<file path="config.mk">
export PLATFORM = sky130hd
export DESIGN_NAME = comma_align_deserializer
export DESIGN_NICKNAME = d
export VERILOG_FILES = /design/src/rtl/deser_pkg.sv /design/src/rtl/comma_align_deserializer_comma_detect.sv /design/src/rtl/comma_align_deserializer.sv
export SDC_FILE = /design/constraint.sdc
export NUM_CORES = 1
export LEC_CHECK = 0
export CAP_MARGIN = 20
export CORE_ASPECT_RATIO = 1.1
export CORE_UTILIZATION = 35
export DETAILED_ROUTE_END_ITERATION = 8
export GPL_TIMING_DRIVEN = 1
export HOLD_SLACK_MARGIN = 0.03
export SKIP_LAST_GASP = 1
export SLEW_MARGIN = 20
export SYNTH_ARGS = -nofsm -noshare
export SYNTH_HDL_FRONTEND = slang
export SYNTH_SLANG_ARGS = --single-unit
</file>
<file path="constraint.sdc">
create_clock -name Recovered_Bit_Clk -period 2.2 [get_ports Recovered_Bit_Clk]
set_input_delay 0.33 -clock Recovered_Bit_Clk [delete_from_list [all_inputs] [get_ports Recovered_Bit_Clk]]
set_output_delay 0.33 -clock Recovered_Bit_Clk [all_outputs]
set_load 0.1 [all_outputs]
</file>
<file path="src/rtl/deser_pkg.sv">
// -----------------------------------------------------------------------------
// deser_pkg
// Shared definitions for the comma-aligning deserializer and the comma
// detector:
//   - lock_state_e : symbol-lock FSM encoding (UNLOCKED / ALIGNED / LOCKED)
//   - K28_5_RDN/RDP: K28.5 comma patterns, first-received bit in bit 0
//   - CNT_W        : width of the ok/err alignment counters
//   - sat_add8     : saturating 8-bit accumulate for the error counter
// -----------------------------------------------------------------------------
package deser_pkg;

  localparam int CNT_W = 4;

  localparam logic [9:0] K28_5_RDN = 10'b0101111100;
  localparam logic [9:0] K28_5_RDP = 10'b1010000011;

  typedef enum logic [1:0] {
    UNLOCKED = 2'd0,
    ALIGNED  = 2'd1,
    LOCKED   = 2'd2
  } lock_state_e;

  // Add a small increment to an 8-bit count, sticking at 8'hFF.
  function automatic logic [7:0] sat_add8(input logic [7:0] base, input logic [1:0] inc);
    logic [8:0] sum;
    sum = {1'b0, base} + {7'b0000000, inc};
    if (sum[8]) begin
      return 8'hFF;
    end else begin
      return sum[7:0];
    end
  endfunction

endpackage

</file>
<file path="src/rtl/comma_align_deserializer_comma_detect.sv">
// -----------------------------------------------------------------------------
// comma_detect
// Purely combinational pattern matcher: flags when a word equals either of two
// reference patterns. Kept separate so the parallel-path aligner can reuse it.
// Ports:
//   word_i      : candidate word
//   pattern_a_i : first reference pattern (e.g. K28.5 RD-)
//   pattern_b_i : second reference pattern (e.g. K28.5 RD+)
//   match_o     : 1 when word_i equals either pattern
// -----------------------------------------------------------------------------
module comma_detect #(
  parameter int WIDTH = 10
) (
  input  logic [WIDTH-1:0] word_i,
  input  logic [WIDTH-1:0] pattern_a_i,
  input  logic [WIDTH-1:0] pattern_b_i,
  output logic             match_o
);

  assign match_o = (word_i == pattern_a_i) | (word_i == pattern_b_i);

endmodule

</file>
<file path="src/rtl/comma_align_deserializer.sv">
// -----------------------------------------------------------------------------
// comma_align_deserializer
// Serial-to-parallel converter between the CDR and the 8b/10b decoder. Bits
// are shifted in LSB-first (optionally inverted), one word is emitted every
// DATA_WIDTH bits, and K28.5 commas are used to fix the word boundary under
// control of a symbol-lock state machine.
// Ports:
//   Recovered_Bit_Clk : recovered bit clock, rising edge
//   Rst_n             : asynchronous active-low reset
//   Ser_in            : recovered serial bit
//   RxPolarity        : 1 = invert Ser_in before shifting
//   Align_En          : 1 = comma realignment allowed
//   Data_Collected    : last complete word
//   Data_Valid        : one-cycle pulse when Data_Collected updates
//   Comma_Det         : qualifies Data_Valid, emitted word is a comma
//   Symbol_Lock       : high in LOCKED
//   Realign           : one-cycle pulse when the word boundary moves
//   Err_Cnt           : (only with DESER_ERR_CNT_EN) saturating count of
//                       misaligned commas in LOCKED plus lock losses
// Optional build macro: DESER_ERR_CNT_EN adds the Err_Cnt port and counter.
// -----------------------------------------------------------------------------
module comma_align_deserializer
  import deser_pkg::*;
#(
  parameter int         DATA_WIDTH = 10,
  parameter logic [9:0] COMMA_RDN  = K28_5_RDN,
  parameter logic [9:0] COMMA_RDP  = K28_5_RDP,
  parameter int         LOCK_COUNT = 3,
  parameter int         LOSS_COUNT = 4
) (
  input  logic                  Recovered_Bit_Clk,
  input  logic                  Rst_n,
  input  logic                  Ser_in,
  input  logic                  RxPolarity,
  input  logic                  Align_En,
  output logic [DATA_WIDTH-1:0] Data_Collected,
  output logic                  Data_Valid,
  output logic                  Comma_Det,
  output logic                  Symbol_Lock,
  output logic                  Realign
`ifdef DESER_ERR_CNT_EN
  ,
  output logic [7:0]            Err_Cnt
`endif
);

  localparam int               BC_W        = $clog2(DATA_WIDTH);
  localparam logic [BC_W-1:0]  LAST_BIT    = BC_W'(DATA_WIDTH - 1);
  localparam logic [CNT_W-1:0] LOCK_CNT_C  = CNT_W'(LOCK_COUNT);
  localparam logic [CNT_W-1:0] LOSS_CNT_C  = CNT_W'(LOSS_COUNT);
  localparam logic [CNT_W-1:0] CNT_ONE     = CNT_W'(1'b1);

  // Registered state
  logic [DATA_WIDTH-1:0] sr_q;
  logic [BC_W-1:0]       bit_cnt_q;
  logic [CNT_W-1:0]      ok_cnt_q, ok_cnt_d;
  logic [CNT_W-1:0]      err_cnt_q, err_cnt_d;
  lock_state_e           state_q, state_d;
  logic [DATA_WIDTH-1:0] data_q;
  logic                  data_valid_q;
  logic                  comma_det_q;
  logic                  symbol_lock_q;
  logic                  realign_q;

  // Combinational helpers
  logic                  serial_s;
  logic [DATA_WIDTH-1:0] sr_next_s;
  logic                  boundary_s;
  logic                  comma_match_s;
  logic                  aligned_comma_s;
  logic                  misaligned_comma_s;
  logic                  realign_s;
  logic                  emit_s;
  logic [CNT_W-1:0]      ok_inc_s;
  logic [CNT_W-1:0]      err_inc_s;

  assign serial_s           = RxPolarity ? ~Ser_in : Ser_in;
  assign sr_next_s          = {serial_s, sr_q[DATA_WIDTH-1:1]};
  assign boundary_s         = (bit_cnt_q == LAST_BIT);
  assign aligned_comma_s    = comma_match_s & boundary_s;
  assign misaligned_comma_s = comma_match_s & ~boundary_s;
  assign ok_inc_s           = ok_cnt_q + CNT_ONE;
  assign err_inc_s          = err_cnt_q + CNT_ONE;
  // A realign emits on its own edge; when it coincides with a boundary the
  // two collapse into a single emission.
  assign emit_s             = boundary_s | realign_s;

  // Comma patterns only make sense for 10-bit symbols; other widths never match.
  generate
    if (DATA_WIDTH == 10) begin : g_comma_match
      comma_detect #(
        .WIDTH (DATA_WIDTH)
      ) u_comma_detect (
        .word_i      (sr_next_s),
        .pattern_a_i (COMMA_RDN),
        .pattern_b_i (COMMA_RDP),
        .match_o     (comma_match_s)
      );
    end else begin : g_no_comma_match
      assign comma_match_s = 1'b0;
    end
  endgenerate

  // Symbol-lock FSM state and alignment counters register.
  always_ff @(posedge Recovered_Bit_Clk or negedge Rst_n) begin
    if (!Rst_n) begin
      state_q   <= UNLOCKED;
      ok_cnt_q  <= '0;
      err_cnt_q <= '0;
    end else begin
      state_q   <= state_d;
      ok_cnt_q  <= ok_cnt_d;
      err_cnt_q <= err_cnt_d;
    end
  end

  // Symbol-lock next-state logic and realign decision.
  always_comb begin
    state_d   = state_q;
    ok_cnt_d  = ok_cnt_q;
    err_cnt_d = err_cnt_q;
    realign_s = 1'b0;

    case (state_q)
      UNLOCKED: begin
        if (comma_match_s && Align_En) begin
          realign_s = 1'b1;
        end else begin
          realign_s = 1'b0;
        end
      end

      ALIGNED: begin
        // Intervening data words leave ok_cnt untouched.
        if (aligned_comma_s) begin
          ok_cnt_d = ok_inc_s;
          if (ok_inc_s >= LOCK_CNT_C) begin
            state_d   = LOCKED;
            err_cnt_d = '0;
          end else begin
            state_d   = ALIGNED;
          end
        end else if (misaligned_comma_s && Align_En) begin
          realign_s = 1'b1;
        end else begin
          realign_s = 1'b0;
        end
      end

      LOCKED: begin
        // Boundary is frozen here whatever Align_En says.
        if (aligned_comma_s) begin
          err_cnt_d = '0;
        end else if (misaligned_comma_s) begin
          if (err_inc_s >= LOSS_CNT_C) begin
            // Drop lock but keep the current boundary.
            state_d   = UNLOCKED;
            ok_cnt_d  = '0;
            err_cnt_d = '0;
          end else begin
            err_cnt_d = err_inc_s;
          end
        end else begin
          err_cnt_d = err_cnt_q;
        end
      end

      default: begin
        state_d   = UNLOCKED;
        ok_cnt_d  = '0;
        err_cnt_d = '0;
      end
    endcase

    if (realign_s) begin
      ok_cnt_d  = CNT_ONE;
      err_cnt_d = '0;
      if (LOCK_COUNT == 1) begin
        state_d = LOCKED;
      end else begin
        state_d = ALIGNED;
      end
    end else begin
      ok_cnt_d = ok_cnt_d;
    end
  end

  // Shift register, bit counter and registered output word/strobes.
  always_ff @(posedge Recovered_Bit_Clk or negedge Rst_n) begin
    if (!Rst_n) begin
      sr_q          <= '0;
      bit_cnt_q     <= '0;
      data_q        <= '0;
      data_valid_q  <= 1'b0;
      comma_det_q   <= 1'b0;
      symbol_lock_q <= 1'b0;
      realign_q     <= 1'b0;
    end else begin
      sr_q <= sr_next_s;
      if (emit_s) begin
        bit_cnt_q <= '0;
        data_q    <= sr_next_s;
      end else begin
        bit_cnt_q <= bit_cnt_q + BC_W'(1'b1);
        data_q    <= data_q;
      end
      data_valid_q  <= emit_s;
      comma_det_q   <= emit_s & comma_match_s;
      symbol_lock_q <= (state_d == LOCKED);
      realign_q     <= realign_s;
    end
  end

  assign Data_Collected = data_q;
  assign Data_Valid     = data_valid_q;
  assign Comma_Det      = comma_det_q;
  assign Symbol_Lock    = symbol_lock_q;
  assign Realign        = realign_q;

`ifdef DESER_ERR_CNT_EN
  logic       mis_locked_s;
  logic       loss_s;
  logic [7:0] err_total_q;

  assign mis_locked_s = (state_q == LOCKED) & misaligned_comma_s;
  assign loss_s       = mis_locked_s & (err_inc_s >= LOSS_CNT_C);

  // Lifetime error count: each misaligned comma in LOCKED plus each lock loss.
  always_ff @(posedge Recovered_Bit_Clk or negedge Rst_n) begin
    if (!Rst_n) begin
      err_total_q <= 8'h00;
    end else begin
      err_total_q <= sat_add8(err_total_q, {1'b0, mis_locked_s} + {1'b0, loss_s});
    end
  end

  assign Err_Cnt = err_total_q;
`endif

endmodule

</file>
==> Word-level counts from Yosys, hierarchy flattened <==
Cells that the tools add are included.
{ "word_totals": {"reg_bits": 38, "in_bits": 5, "wordCells": 66, "out_inout_bits": 14} }
{ "op_classes": {"n_reduce_logical": 5, "addsub": 3, "muxes": 26, "bitwise": 7, "magnitude_cmp": 2, "n_eq_ne": 13} }
{ "op_table": {"columns": ["op", "count"], "rows": [
  ["4-bit two-way mux", 12],
  ["4-bit one-hot mux with 3 select lines", 2],
  ["3-bit inequality test, second input constant", 5],
  ["4-bit by 1-bit adder with 4-bit output, second input constant", 3],
  ["2-bit two-way mux", 6],
  ["10-bit == test, second input constant", 1],
  ["10-bit by 9-bit == test with 1-bit output, second input constant", 1],
  ["2-bit one-hot mux with 3 select lines", 1],
  ["5-bit AND reduction", 1],
  ["2-bit == test, second input constant", 2],
  ["4-bit == test, second input constant", 1],
  ["4-bit by 2-bit >= comparator with 1-bit output, second input constant", 1],
  ["4-bit by 3-bit >= comparator with 1-bit output, second input constant", 1],
  ["1-bit two-way mux", 4],
  ["4-bit inequality test, second input constant", 1],
  ["4-bit AND reduction", 1],
  ["1-bit bitwise AND", 3],
  ["2-bit by 1-bit == test with 1-bit output, second input constant", 1],
  ["1-bit logical AND", 2],
  ["2-bit logical NOT", 1],
  ["2-bit inequality test, second input constant", 1],
  ["1-bit inverter", 2],
  ["1-bit OR", 2],
  ["1-bit one-hot mux with 2 select lines", 1]
]} }

==> Logic depth before layout (Yosys ltp) <==
{ "depth": {"depth_word": 11, "ltp_mapped": 8, "mapped_depth_nobuf": 7} }

==> Modules after synthesis <==
Synthesis repeated with hierarchy kept, for this count alone.
{ "hier_totals": {"hier_cells": 160, "area_unflattened_um2": 1844.3} }
{ "by_module_without_submodules": {"columns": ["module", "cells_each", "instances", "area_per_inst_um2"], "rows": [
  ["comma_align_deserializer", 133, 1, 1627.8],
  ["comma_detect", 27, 1, 216.5]
]} }

==> Least setup slack after synthesis <==
Ideal clock, no wire load.
{ "synth_path": {"path_type": "register to register", "startpoint": "register sr_q[8]", "endpoint": "register data_q[9] (netlist: Data_Collected[9])", "path_buffers": 1, "stages_incl_launch_ff": 8, "required_ns": 2.074, "setup_slack_ns": 0.380, "setup_time_ns": 0.126, "arrival_ns": 1.694, "cell_sequence": "dfrtp_1 > nor3b_1 > and4_1 > buf_6 > or2_4 > a21oi_4 > inv_4 > mux2_4"} }
{ "synth_via": {"elab_chain_cells": 8, "elab_cells_between_ends": 12, "cone_classes": "eq/ne: 2; mux: 4; bitwise: 4; reduce/logical: 2"} }
{ "synth_lines": {"columns": ["item", "line_no", "rtl"], "rows": [
  ["start, declared", "comma_align_deserializer.sv:54", "logic [DATA_WIDTH-1:0] sr_q;"],
  ["start signal, assigned", "comma_align_deserializer.sv:199", "sr_q <= sr_next_s;"],
  ["10-bit by 9-bit == test with 1-bit output or 10-bit == test (tied branches)", "comma_align_deserializer_comma_detect.sv:20", "assign match_o = (word_i == pattern_a_i) | (word_i == pattern_b_i);"],
  ["1-bit OR (*)", "comma_align_deserializer_comma_detect.sv:20", null],
  ["1-bit bitwise AND", "comma_align_deserializer.sv:81", "assign misaligned_comma_s = comma_match_s & ~boundary_s;"],
  ["1-bit logical AND", "comma_align_deserializer.sv:143", "end else if (misaligned_comma_s && Align_En) begin"],
  ["1-bit two-way mux", "comma_align_deserializer.sv:143", null],
  ["1-bit two-way mux", "comma_align_deserializer.sv:135", "if (aligned_comma_s) begin"],
  ["1-bit one-hot mux with 2 select lines (*)", "comma_align_deserializer.sv:124", "case (state_q)"],
  ["1-bit OR (*)", "comma_align_deserializer.sv:86", "assign emit_s = boundary_s | realign_s;"],
  ["via emit_s", "comma_align_deserializer.sv:73", "logic emit_s;"],
  ["end signal, assigned", "comma_align_deserializer.sv:202", "data_q <= sr_next_s;"],
  ["end signal, assigned", "comma_align_deserializer.sv:205", "data_q <= data_q;"],
  ["end, declared", "comma_align_deserializer.sv:59", "logic [DATA_WIDTH-1:0] data_q;"]
]} }
The timed path passes the listed nets; every way through them passes the cells marked *.
A chain may end at the register's enable or synchronous reset.

==> Worst setup path in the final report <==
{ "layout_path": {"startpoint": "input port RxPolarity", "endpoint": "register ok_cnt_q[2]"} }
{ "layout_via": {"elab_chain_cells": 10, "elab_cells_between_ends": 19, "cone_classes": "eq/ne: 7; mux: 6; bitwise: 3; reduce/logical: 3"} }
{ "layout_lines": {"columns": ["item", "line_no", "rtl"], "rows": [
  ["start, declared", "comma_align_deserializer.sv:34", "input logic RxPolarity,"],
  ["1-bit two-way mux (*)", "comma_align_deserializer.sv:77", "assign serial_s = RxPolarity ? ~Ser_in : Ser_in;"],
  ["via g_comma_match.u_comma_detect.word_i[9]", "comma_align_deserializer_comma_detect.sv:14", "input logic [WIDTH-1:0] word_i,"],
  ["10-bit by 9-bit == test with 1-bit output or 10-bit == test (tied branches)", "comma_align_deserializer_comma_detect.sv:20", null],
  ["1-bit OR (*)", "comma_align_deserializer_comma_detect.sv:20", null],
  ["1-bit bitwise AND", "comma_align_deserializer.sv:81", null],
  ["1-bit logical AND", "comma_align_deserializer.sv:143", null],
  ["1-bit two-way mux", "comma_align_deserializer.sv:143", null],
  ["1-bit two-way mux", "comma_align_deserializer.sv:135", null],
  ["1-bit one-hot mux with 2 select lines", "comma_align_deserializer.sv:124", null],
  ["3-bit inequality test (no source line) or 2-bit inequality test (tied branches)", null, null],
  ["5-bit AND reduction (no source line)", null, null],
  ["end signal, assigned", "comma_align_deserializer.sv:112", "ok_cnt_q <= ok_cnt_d;"],
  ["end, declared", "comma_align_deserializer.sv:56", "logic [CNT_W-1:0] ok_cnt_q, ok_cnt_d;"]
]} }
Marked as above.

==> impl_metrics.csv <==
group,metric,value,unit
cells_and_area,fillers,451,
detailed_routing,vias,1235,
detailed_routing,viasPerCell,5.42,
detailed_routing,routedWlPerCell,14.8,µm
clock_tree,cts_buffer_depth,2,
run_status,status,"completed",
timing,relSlewSlack,65.4,%
timing,finalCritPeriodShare,88.6,%
critical_path,cpPeakStageDelay,0.51,ns
synth,syn_area,1710,µm²
synth,synth_compound_area_share,13.8,%
critical_path,path_common_cell,"o211ai_1",
critical_path,crit_path_cell_trace,"clkdlybuf4s50_1 -> xor2_2 -> nor4_4 -> buf_4 -> o211ai_1 -> nand4b_1 -> o211ai_1",
timing,tns,0,ns
synth,synth_top_area_cell,"dfrtp_1",
synth,netlist_top_cells_area,"dfrtp_1 54%, mux2_2 5.9%, ha_1 3.7%",
synth,netlist.area_leader.share,54.2,%
cells_and_area,area_delta_synth_final,20.9,%
clock_tree,cts.sinks,37,
synth,yosys.area_share.simple,15.8,%
timing,maxSlewViolCount,0,
clock_tree,h-tree-depth,2,
global_routing,antenna_found_initial,0,
global_routing,first_global_vias,1245,
pwr,finalPower,2.57,mW
critical_path,cp_slowest_cell,"clkdlybuf4s50_1",
synth,synthTopCellsByCount,"37 x dfrtp_1, 13 x nor2_1, 9 x mux2_2",
timing,finClkSkew,0.00648,ns
die,core,4680,µm²
critical_path,critPathKind,"in -> reg",
cells_and_area,nNetsFinal,181,
synth,synth_fa_ha_area_share,3.66,%
cells_and_area,diodes,0,
synth,yosysSeqAreaShare,54.2,%
synth,synthMuxAreaShare,7.98,%
global_routing,grt_use_total,16.3,%
critical_path,cp-start-kind,"primary input",
global_routing,grt_max_degree,38,
critical_path,cp.arrival,2.15,ns
clock_tree,post_cts_buffers,0,
die,rows,26,
die,die_area,5170,µm²
detailed_routing,drc,0,
clock_tree,cts_inserted_buffers,5,
synth,synth_edf_count,0,
global_routing,grt-busiest-layer,"met2",
placed_design,dp_hpwl,2.45,mm
timing,finalHoldViolCount,0,
die,ios,19,
synth,synth_xor_area_share,1.98,%
clock_tree,clock_latency,0.28,ns
detailed_routing,drt_pass1_iterations,4,
synth,ys.flop_type,"dfrtp_1",
synth,ys_seq_elements,37,
critical_path,crit_fanout,6,
die,die_y,75.3,µm
clock_tree,postCtsResizedCells,0,
synth,synth_top_family_by_area,"simple AND/OR/NAND/NOR gates",
timing,post-route-min-period,1.95,ns
job,cap_viol_max_count,0,
timing,finalSetupViolations,0,
global_routing,grt_pass1_wl,6.07,mm
critical_path,cp-end-kind,"register",
clock_tree,cts_root_buf,"clkbuf_8",
placed_design,place_ws,-0.0881,ns
synth,syn_nets,150,
global_routing,use_met2,26.9,%
synth,synthCells,140,
global_routing,grtUsageMet3,5.09,%
placed_design,gp_congestion,0.803,
global_routing,use_met1,19.7,%
timing,rsz0062_at_grt,"false",
detailed_routing,wl,3.39,mm
cells_and_area,final_area,2070,µm²
pwr,powerDensity,1240,nW/µm²
detailed_routing,final_antenna_net_count,0,
synth,ys_async_sr_fraction,100,%
placed_design,port-buffer-count,18,
timing,setup_ws,0.251,ns
clock_tree,cts_tree,"done",
synth,yosys_warnings,0,
synth,post-synth-top-count-cell,"dfrtp_1",
placed_design,placed_area,1990,µm²
global_routing,grt_overflow,0,
timing,hold_ws,0.416,ns
die,start_util,36.5,%
clock_tree,clkTransAtPathRegs,0.07,ns
synth,synth_cell_types,44,
clock_tree,cts_hold_buf,0,
die,die_w,68.6,µm
timing,fmax,513,MHz
pwr,p_leak,0.916,nW
worst_hold_path,min_path_type,"reg -> reg",
timing,worstMarginPinSlew,0.517,ns
synth,syn_avg_cell_area,12.2,µm²
cells_and_area,drive_gt1_share,27.9,%
critical_path,cp.required,2.40,ns
detailed_routing,drt_iter0_markers,64,
pwr,ir_drop,0.776,mV
-- layout make-up --
class,count,area [µm²],area share (%)
inverters,6,25.0,1.21
clock buffers,8,80.1,3.88
flip-flops and latches,37,926,44.8
multi-input cells,94,739,35.8
well taps,56,70.1,3.39
repair buffers,27,225,10.9
-- registers in the layout, summed over array words and instances (netlist names) --
name and flops:
err_cnt_q 4, Data_Valid 1, Symbol_Lock 1, ok_cnt_q 4
Comma_Det 1, Realign 1, Data_Collected 10, bit_cnt_q 4
state_q 2, sr_q 9
-- worst max-delay path, delay by kind of cell --
| family | cells | cell delay, ns |
|---|---|---|
| AO/OA/AOI/OAI | 2 | 0.64 |
| XOR/XNOR | 1 | 0.26 |
| buffers and inverters | 2 | 0.67 |
| AND/OR/NAND/NOR | 2 | 0.24 |
-- power by group --
part	internal (mW)	switching, mW
clock	0.225	0.218
sequential	0.836	0.106
combinational	0.288	0.898
-- kinds of logic after synthesis --
| family | Yosys count |
|---|---|
| xor gates and xnor gates | 3 |
| muxes | 12 |
| adders and majority gates | 5 |
| and+or+nand+nor | 45 |
| DFF | 37 |
| buffers and inverters | 9 |
| AOI/OAI and AO/OA | 29 |
-- stage by stage --
stage / utilization, % / cells
6_report: 44.1 / 228
3_5_place_dp: 42.4 / 220
5_1_grt: 44.1 / 228
2_1_floorplan: - / 140
4_1_cts: 44.1 / 228
3_3_place_gp: 42.4 / 220
-- layout by cell type, fill, tap and decap left out, drive strengths merged, types with 2 or more instances in the layout --
cell type / instances
and2: 3
mux2i: 2
nand4b: 2
ha: 5
mux2: 10
buf: 23
nor3: 3
nand3b: 4
a21bo: 2
nand3: 3
dfrtp: 37
nand2: 6
o21ai: 2
a21oi: 2
nor2: 14
o211ai: 7
xor2: 2
a31oi: 3
o2111ai: 4
o211a: 2
inv: 6
clkdlybuf4s50: 4
a31o: 2
clkbuf: 8
-- path summary, 6_finish.rpt --
| path | startpoint | end | slack (ns) | cells past startpoint |
|---|---|---|---|---|
| setup / recovery | RxPolarity | ok_cnt_q[2] | 0.25 | 7 |
| hold / removal | sr_q[8] | sr_q[7] | 0.42 | 0 |
| setup reg to reg | err_cnt_q[0] | ok_cnt_q[2] | 0.27 | 6 |
| hold reg to reg | sr_q[8] | sr_q[7] | 0.42 | 0 |
| max in group asynchronous | Rst_n | state_q[0] | 1.39 | 2 |
| min in group asynchronous | Rst_n | ok_cnt_q[3] | 0.46 | 2 |
-- routing by layer --
metal / wire, µm / vias up / part of all wire, %
met2: 1740 / 35 / 51
met4: 44 / 0 / 1.3
met3: 170 / 5 / 5.0
li1: - / 582 / -
met1: 1430 / 613 / 42
met5: 0 / - / 0
No activity file was read; power rests on OpenSTA's default activity.
